File: src/rtl/led_ctrl_multi.sv
// Multi-channel LED controller: each channel toggles on a key press or lights for a
// fixed timeout on an occupancy-sensor press, with a global synchronous force-off.
module led_ctrl_multi #(
    parameter int N_CH          = 4,
    parameter int TIMEOUT_TICKS = 105000000,
    parameter bit RETRIG        = 1'b0,
    parameter bit KEY_CANCEL    = 1'b1,
    parameter bit ACTIVE_LOW    = 1'b1
) (
    input  logic            clk,
    input  logic            rst,
    input  logic [N_CH-1:0] key_lvl,
    input  logic [N_CH-1:0] os_lvl,
    input  logic            all_off,
    output logic [N_CH-1:0] led,
    output logic [N_CH-1:0] timed,
    output logic [N_CH-1:0] lit
);

    localparam int CNT_W = $clog2(TIMEOUT_TICKS + 1);

    localparam logic [1:0] ST_OFF      = 2'd0;
    localparam logic [1:0] ST_ON_KEY   = 2'd1;
    localparam logic [1:0] ST_ON_TIMED = 2'd2;

    localparam logic [CNT_W-1:0] RELOAD = CNT_W'(TIMEOUT_TICKS - 1);

    logic [N_CH-1:0] key_prev;
    logic [N_CH-1:0] os_prev;
    logic [N_CH-1:0] key_ev;
    logic [N_CH-1:0] os_ev;

    assign key_ev = key_lvl & ~key_prev;
    assign os_ev  = os_lvl  & ~os_prev;

    // Previous levels reset to 1 so inputs already held at reset release stay silent.
    always_ff @(posedge clk) begin
        if (rst) begin
            key_prev <= '1;
            os_prev  <= '1;
        end else begin
            key_prev <= key_lvl;
            os_prev  <= os_lvl;
        end
    end

    for (genvar g = 0; g < N_CH; g++) begin : g_ch
        logic [1:0]       state;
        logic [CNT_W-1:0] cnt;

        always_ff @(posedge clk) begin
            if (rst) begin
                state <= ST_OFF;
                cnt   <= '0;
            end else if (all_off) begin
                state <= ST_OFF;
                cnt   <= '0;
            end else begin
                case (state)
                    ST_OFF: begin
                        if (key_ev[g]) begin
                            state <= ST_ON_KEY;
                        end else if (os_ev[g]) begin
                            state <= ST_ON_TIMED;
                            cnt   <= RELOAD;
                        end
                    end
                    ST_ON_KEY: begin
                        if (key_ev[g]) begin
                            state <= ST_OFF;
                        end
                    end
                    ST_ON_TIMED: begin
                        // Key cancel outranks a retrigger arriving on the same edge.
                        if (key_ev[g] && KEY_CANCEL) begin
                            state <= ST_OFF;
                            cnt   <= '0;
                        end else if (os_ev[g] && RETRIG) begin
                            cnt   <= RELOAD;
                        end else if (cnt == '0) begin
                            state <= ST_OFF;
                        end else begin
                            cnt   <= cnt - 1'b1;
                        end
                    end
                    default: begin
                        state <= ST_OFF;
                        cnt   <= '0;
                    end
                endcase
            end
        end

        assign lit[g]   = (state != ST_OFF);
        assign timed[g] = (state == ST_ON_TIMED);
    end

    assign led = ACTIVE_LOW ? ~lit : lit;

endmodule

File: config.mk
export PLATFORM = sky130hd
export DESIGN_NAME = led_ctrl_multi
export DESIGN_NICKNAME = d
export VERILOG_FILES = /design/src/rtl/led_ctrl_multi.sv
export SDC_FILE = /design/constraint.sdc
export NUM_CORES = 1
export LEC_CHECK = 0
export ABC_AREA = 1
export CAP_MARGIN = 5
export CELL_PAD_IN_SITES_DETAIL_PLACEMENT = 1
export CELL_PAD_IN_SITES_GLOBAL_PLACEMENT = 2
export CORE_UTILIZATION = 34
export DETAILED_ROUTE_END_ITERATION = 6
export PLACE_DENSITY_LB_ADDON = 0.1
export SLEW_MARGIN = 20
export SYNTH_ARGS = -nofsm -noshare
export SYNTH_HDL_FRONTEND = slang
export SYNTH_SLANG_ARGS = --single-unit
File: constraint.sdc
create_clock -name clk -period 1.86 [get_ports clk]
set_input_delay 0.465 -clock clk [delete_from_list [all_inputs] [get_ports clk]]
set_output_delay 0.465 -clock clk [all_outputs]
set_load 0.03 [all_outputs]
; Yosys cells after proc, flatten, opt, wreduce, memory -nomap -nowiden
; Cells that the tools add are included.
; Widths: inputs -> output; s select.
[op_classes]
n_addsub = 4
n_eq_ne = 32
mux = 44
n_bitwise = 9
n_reduce_logical = 21
[ops]
columns = operator, count
row1 = $mux 27, 16
row2 = $pmux 27 s3, 4
row3 = $logic_not 27->1, 4
row4 = $sub 27x1->27 const B, 4
row5 = $mux 2, 20
row6 = $ne 2x2->1 const B, 12
row7 = $ne 3x3->1 const B, 8
row8 = $pmux 2 s3, 4
row9 = $reduce_and 4->1, 4
row10 = $ne 3x1->1 const B, 4
row11 = $not 4->4, 3
row12 = $reduce_and 3->1, 4
row13 = $and 4x4->4, 2
row14 = $eq 2x1->1 const B, 4
row15 = $eq 2x2->1 const B, 4
row16 = $logic_not 2->1, 4
row17 = $reduce_bool 2->1, 4
row18 = $not 1->1, 4
row19 = $reduce_or 2->1, 1
[totals]
register_bits = 124
in_bits = 11
out_inout_bits = 12

; Longest topological paths before layout
[logic_depth]
word_depth = 5
mapped_depth = 13
ltp_nobuf = 13

; Worst setup path before layout
; No wires, ideal clock.
[synth_path]
path_type = register -> output
startpoint = register g_ch[2].state[1]
endpoint = output lit[2]
arrival_time_ns = 1.378
t_required_ns = 1.395
slack_ns = 0.017
stages_incl_launch_ff = 4
path_buffers = 1
path_cell_list = dfxtp_1 -> nor2_1 -> inv_1 -> clkbuf_1
[synth_via]
elab_chain_cells = 1
[synth_rtl]
columns = item, line
row1 = start: declaration, 48  ; logic [1:0] state;
row2 = start signal: assignment, 53  ; state <= ST_OFF;
row3 = start signal: assignment, 56  ; state <= ST_OFF;
row4 = start signal: assignment, 62  ; state <= ST_ON_KEY;
row5 = $reduce_bool 2->1, 94  ; assign lit[g] = (state != ST_OFF);
row6 = end: declaration, 17  ; output logic [N_CH-1:0] lit
; No other way between the ends.

; Worst setup path after layout
[layout_path]
startpoint = input os_lvl[0]
endpoint = register g_ch[0].cnt[4]
[layout_via]
elab_chain_cells = 3
[layout_rtl]
columns = item, line
row1 = start: declaration, 13  ; input logic [N_CH-1:0] os_lvl,
row2 = $and 4x4->4, 34  ; assign os_ev = os_lvl & ~os_prev;
row3 = $ne 2x2->1 (no source line), n/a
row4 = $reduce_and 4->1 (no source line), n/a
row5 = end signal: assignment, 83  ; cnt <= cnt - 1'b1;
row6 = end: declaration, 49  ; logic [CNT_W-1:0] cnt;
; No other way between the ends.
; A chain may end at the register's enable or synchronous reset.

==> impl_metrics.yaml <==
timing:
  hold_violations: 0
  timing.fmax_mhz: 553
  finalCritPeriodShare_pct: 97.3
  setup_viol: 0
  grt_setup_unrepaired: "true"
  worstMarginPinSlew_ns: 0.356
  maxSlewHeadroom_pct: 76.0
  skew_ns: 0.0119
  slew_viol_final: 0
  min_period_ns: 1.81
floorplan:
  dieWidth_microns: 152
  core_area_sq_mm: 0.0220
  io_pins: 23
  die-area_sq_mm: 0.0231
  fp.dieH_microns: 152
  rows: 54
  initial_core_util_pct: 34.8
worst_setup_path:
  cp_max_fo: 17
  crit_path_end: "g_ch[0].cnt[4]$_SDFFE_PP0P_"
  crit_path_start: "os_lvl[0]"
  worstPathRequired_ns: 2.20
  start_kind: "input pin"
  critPathKind: "in2reg"
  arrival_ns: 2.15
  end_kind: "flip-flop"
  r2r_end: "g_ch[0].cnt[4]$_SDFFE_PP0P_"
  r2r_slack_ns: 0.06
  r2r-start: "g_ch[0].cnt[1]$_SDFFE_PP0P_"
  r2r_cells: 11
logic_synthesis:
  synth_area_sq_mm: 0.00764
  synth-seq-cells: 124
  yosysMostFrequentCell: "nand2_1"
  seq_area_frac_synth_pct: 32.5
  synthTopCellsByCount: "nand2_1, nor2_1, inv_1"
  netlist_top_cells_area: "dfxtp_1, nand2_1, nor2_1"
  async_flop_share_pct: 0
  synth_edf_count: 0
  avgSynthCellArea_sq_um: 6.05
  yosys.cell_types.count: 38
  netlist_instances: 1263
  synth_fp_nets: 1278
  ys.flop_type: "dfxtp_1"
  yosys_warnings: 0
  synth_top_area_cell: "dfxtp_1"
  yosysTopAreaCellShare_pct: 32.5
drt:
  dr_total_vias: 8449
  dr.pass1.iters: 4
  postRouteAntennaNets: 0
  postRouteWirelength_microns: 25700
  via_per_inst: 4.91
  drt_iter0_markers: 298
  drc: 0
  wl_per_cell_microns: 14.9
layout:
  synthToLayoutAreaGrowth_pct: 34.2
  fill_cells: 2925
  final_layout_size_suffix_gt1_share_pct: 20.8
  fin_nets: 1444
  diodes: 0
  layout.cells.non_filler: 1720
place:
  globalplace.congestion: 0.821
  hpwl_microns: 19200
  numPortBuffers: 22
  place_inst: 1683
grt:
  grt_usage_pct: 22.6
  grt_max_degree: 24
  antenna_found_initial: 0
  grt_pass1_wl_microns: 42700
  grt_pass1_vias: 8692
  gr-total-overflow: 0
clocking:
  root_buffer: "clkbuf_16"
  clock-sinks: 124
  cts_buffer_depth: 2
  h-tree-depth: 4
  clk_latency_ns: 0.42
  numCtsBuffers: 17
  cts_tree: "done"
  postCtsHoldBufs: 0
  path_clk_slew_ns: 0.05
power_and_ir_drop:
  vdd_drop_max_v: 0.000602
  p_leak_nw: 4.67
  powerDensity_mw_per_mm2: 848
  finalPower_mw: 8.70
outcome:
  outcome: "finished clean"
run:
  maxCapViolCount: 0
min_path:
  worstHoldPathType: "in2reg"
==> final cells by class <==
type / instances / area [sq um] / area share, %
Multi-Input combinational cell: 934 / 4590 / 44.7
Sequential cell: 124 / 2480 / 24.2
Timing Repair Buffer: 177 / 1570 / 15.3
Inverter: 175 / 662 / 6.45
Clock buffer: 23 / 488 / 4.76
Tap cell: 280 / 350 / 3.42
Clock inverter: 7 / 113 / 1.10
==> cells by family after synthesis <==
kind of cell / Yosys count / share of synthesized area [%]
AO/OA/AOI/OAI: 215 / 14.8
XOR/XNOR: 15 / 1.72
adder cells (fa/ha/maj): 4 / 0.655
buffers and inverters: 205 / 11.4
flip-flops: 124 / 32.5
AND/OR/NAND/NOR: 700 / 39.0
==> per-stage QoR <==
stage | worst slack, ns | hold WS (ns) | setup TNS (ns) | utilization [%] | instance area, sq um
after global placement | -0.385 | 0.462 | -28.32 | 42.1 | 9250
after detailed placement | -0.437 | 0.474 | -33.61 | 42.1 | 9250
after floorplan | 0.0174 | 0.448 | 0 | - | 7640
after global routing | -0.0578 | 0.439 | -0.393 | 46.7 | 10300
after CTS | 0.00144 | 0.483 | 0 | 44.9 | 9870
final | 0.0511 | 0.416 | 0 | 46.7 | 10300
==> where the power goes <==
part	total, mW	internal [mW]	switching (mW)
clock	3.50	2.23	1.27
combinational	2.37	0.963	1.41
sequential	2.83	2.74	0.0813
total	8.70	5.94	2.76
==> flip-flops by register name, indices dropped and copies added, names as in the netlist <==
name	cells
g_ch.cnt	108
g_ch.state	8
key_prev	4
os_prev	4
==> metal layers <==
metal | vias to the layer above | global-route usage, % | wire length [microns]
met3 | 15 | 3.82 | 549
met4 | 0 | 5.30 | 218
met1 | 3999 | 29.0 | 12600
met2 | 77 | 39.5 | 12300
li1 | 4358 | - | -
met5 | - | 0 | 0
==> critical path, cell delays in order <==
cell	delay, ns
clkdlybuf4s50_1	0.45
inv_1	0.07
nor2_1	0.21
a21oi_1	0.10
nor2_1	0.09
buf_4	0.13
nand2_4	0.11
inv_4	0.21
o21ai_0	0.14
a21oi_1	0.15
==> placed cells by master (no fill, tap or decap), types with 4 or more instances in the layout <==
cell             netlist  final
o21ai_0               74     71
nand2_1              320    307
xnor2_1                8      8
xor2_1                 7      7
nor4_1                 4      4
inv_2                  6     11
nor2_4                 5     19
dfxtp_1              124    123
nor2_1               206    176
clkdlybuf4s50_1        0      9
nand3b_1               5      5
o21ai_1               10     13
clkbuf_8               0      4
inv_1                167    161
a21oi_1              114    111
nor3_1                32     31
buf_12                 0     12
nand3_1               86     83
nand2_4                3      5
clkbuf_16              0     20
nand2_2                6     16
nand4_1               14     14
buf_4                  2    142
nor2_2                14     30
o21bai_1               5      5
==> worst min-delay path by stage <==
stage	start	end	slack, ns	depth (start not counted)
after floorplan	g_ch[3].cnt[1]$_SDFFE_PP0P_	g_ch[3].cnt[1]$_SDFFE_PP0P_	0.45	2
after global placement	g_ch[3].cnt[1]$_SDFFE_PP0P_	g_ch[3].cnt[1]$_SDFFE_PP0P_	0.46	2
after detailed placement	g_ch[0].cnt[1]$_SDFFE_PP0P_	g_ch[0].cnt[1]$_SDFFE_PP0P_	0.47	2
after CTS	g_ch[0].cnt[1]$_SDFFE_PP0P_	g_ch[0].cnt[1]$_SDFFE_PP0P_	0.48	2
after global routing	key_lvl[2]	key_prev[2]$_SDFF_PP1_	0.44	4
final	key_lvl[2]	key_prev[2]$_SDFF_PP1_	0.42	4
==> repair_timing <==
item | in CTS | in global routing
cloned | 0 | 3
buffers inserted | 0 | 4
resized for setup | 23 | 96
setup endpoints to repair | 42 | 117
pin swaps | 1 | 19
Power figures use the tool's default switching activity.
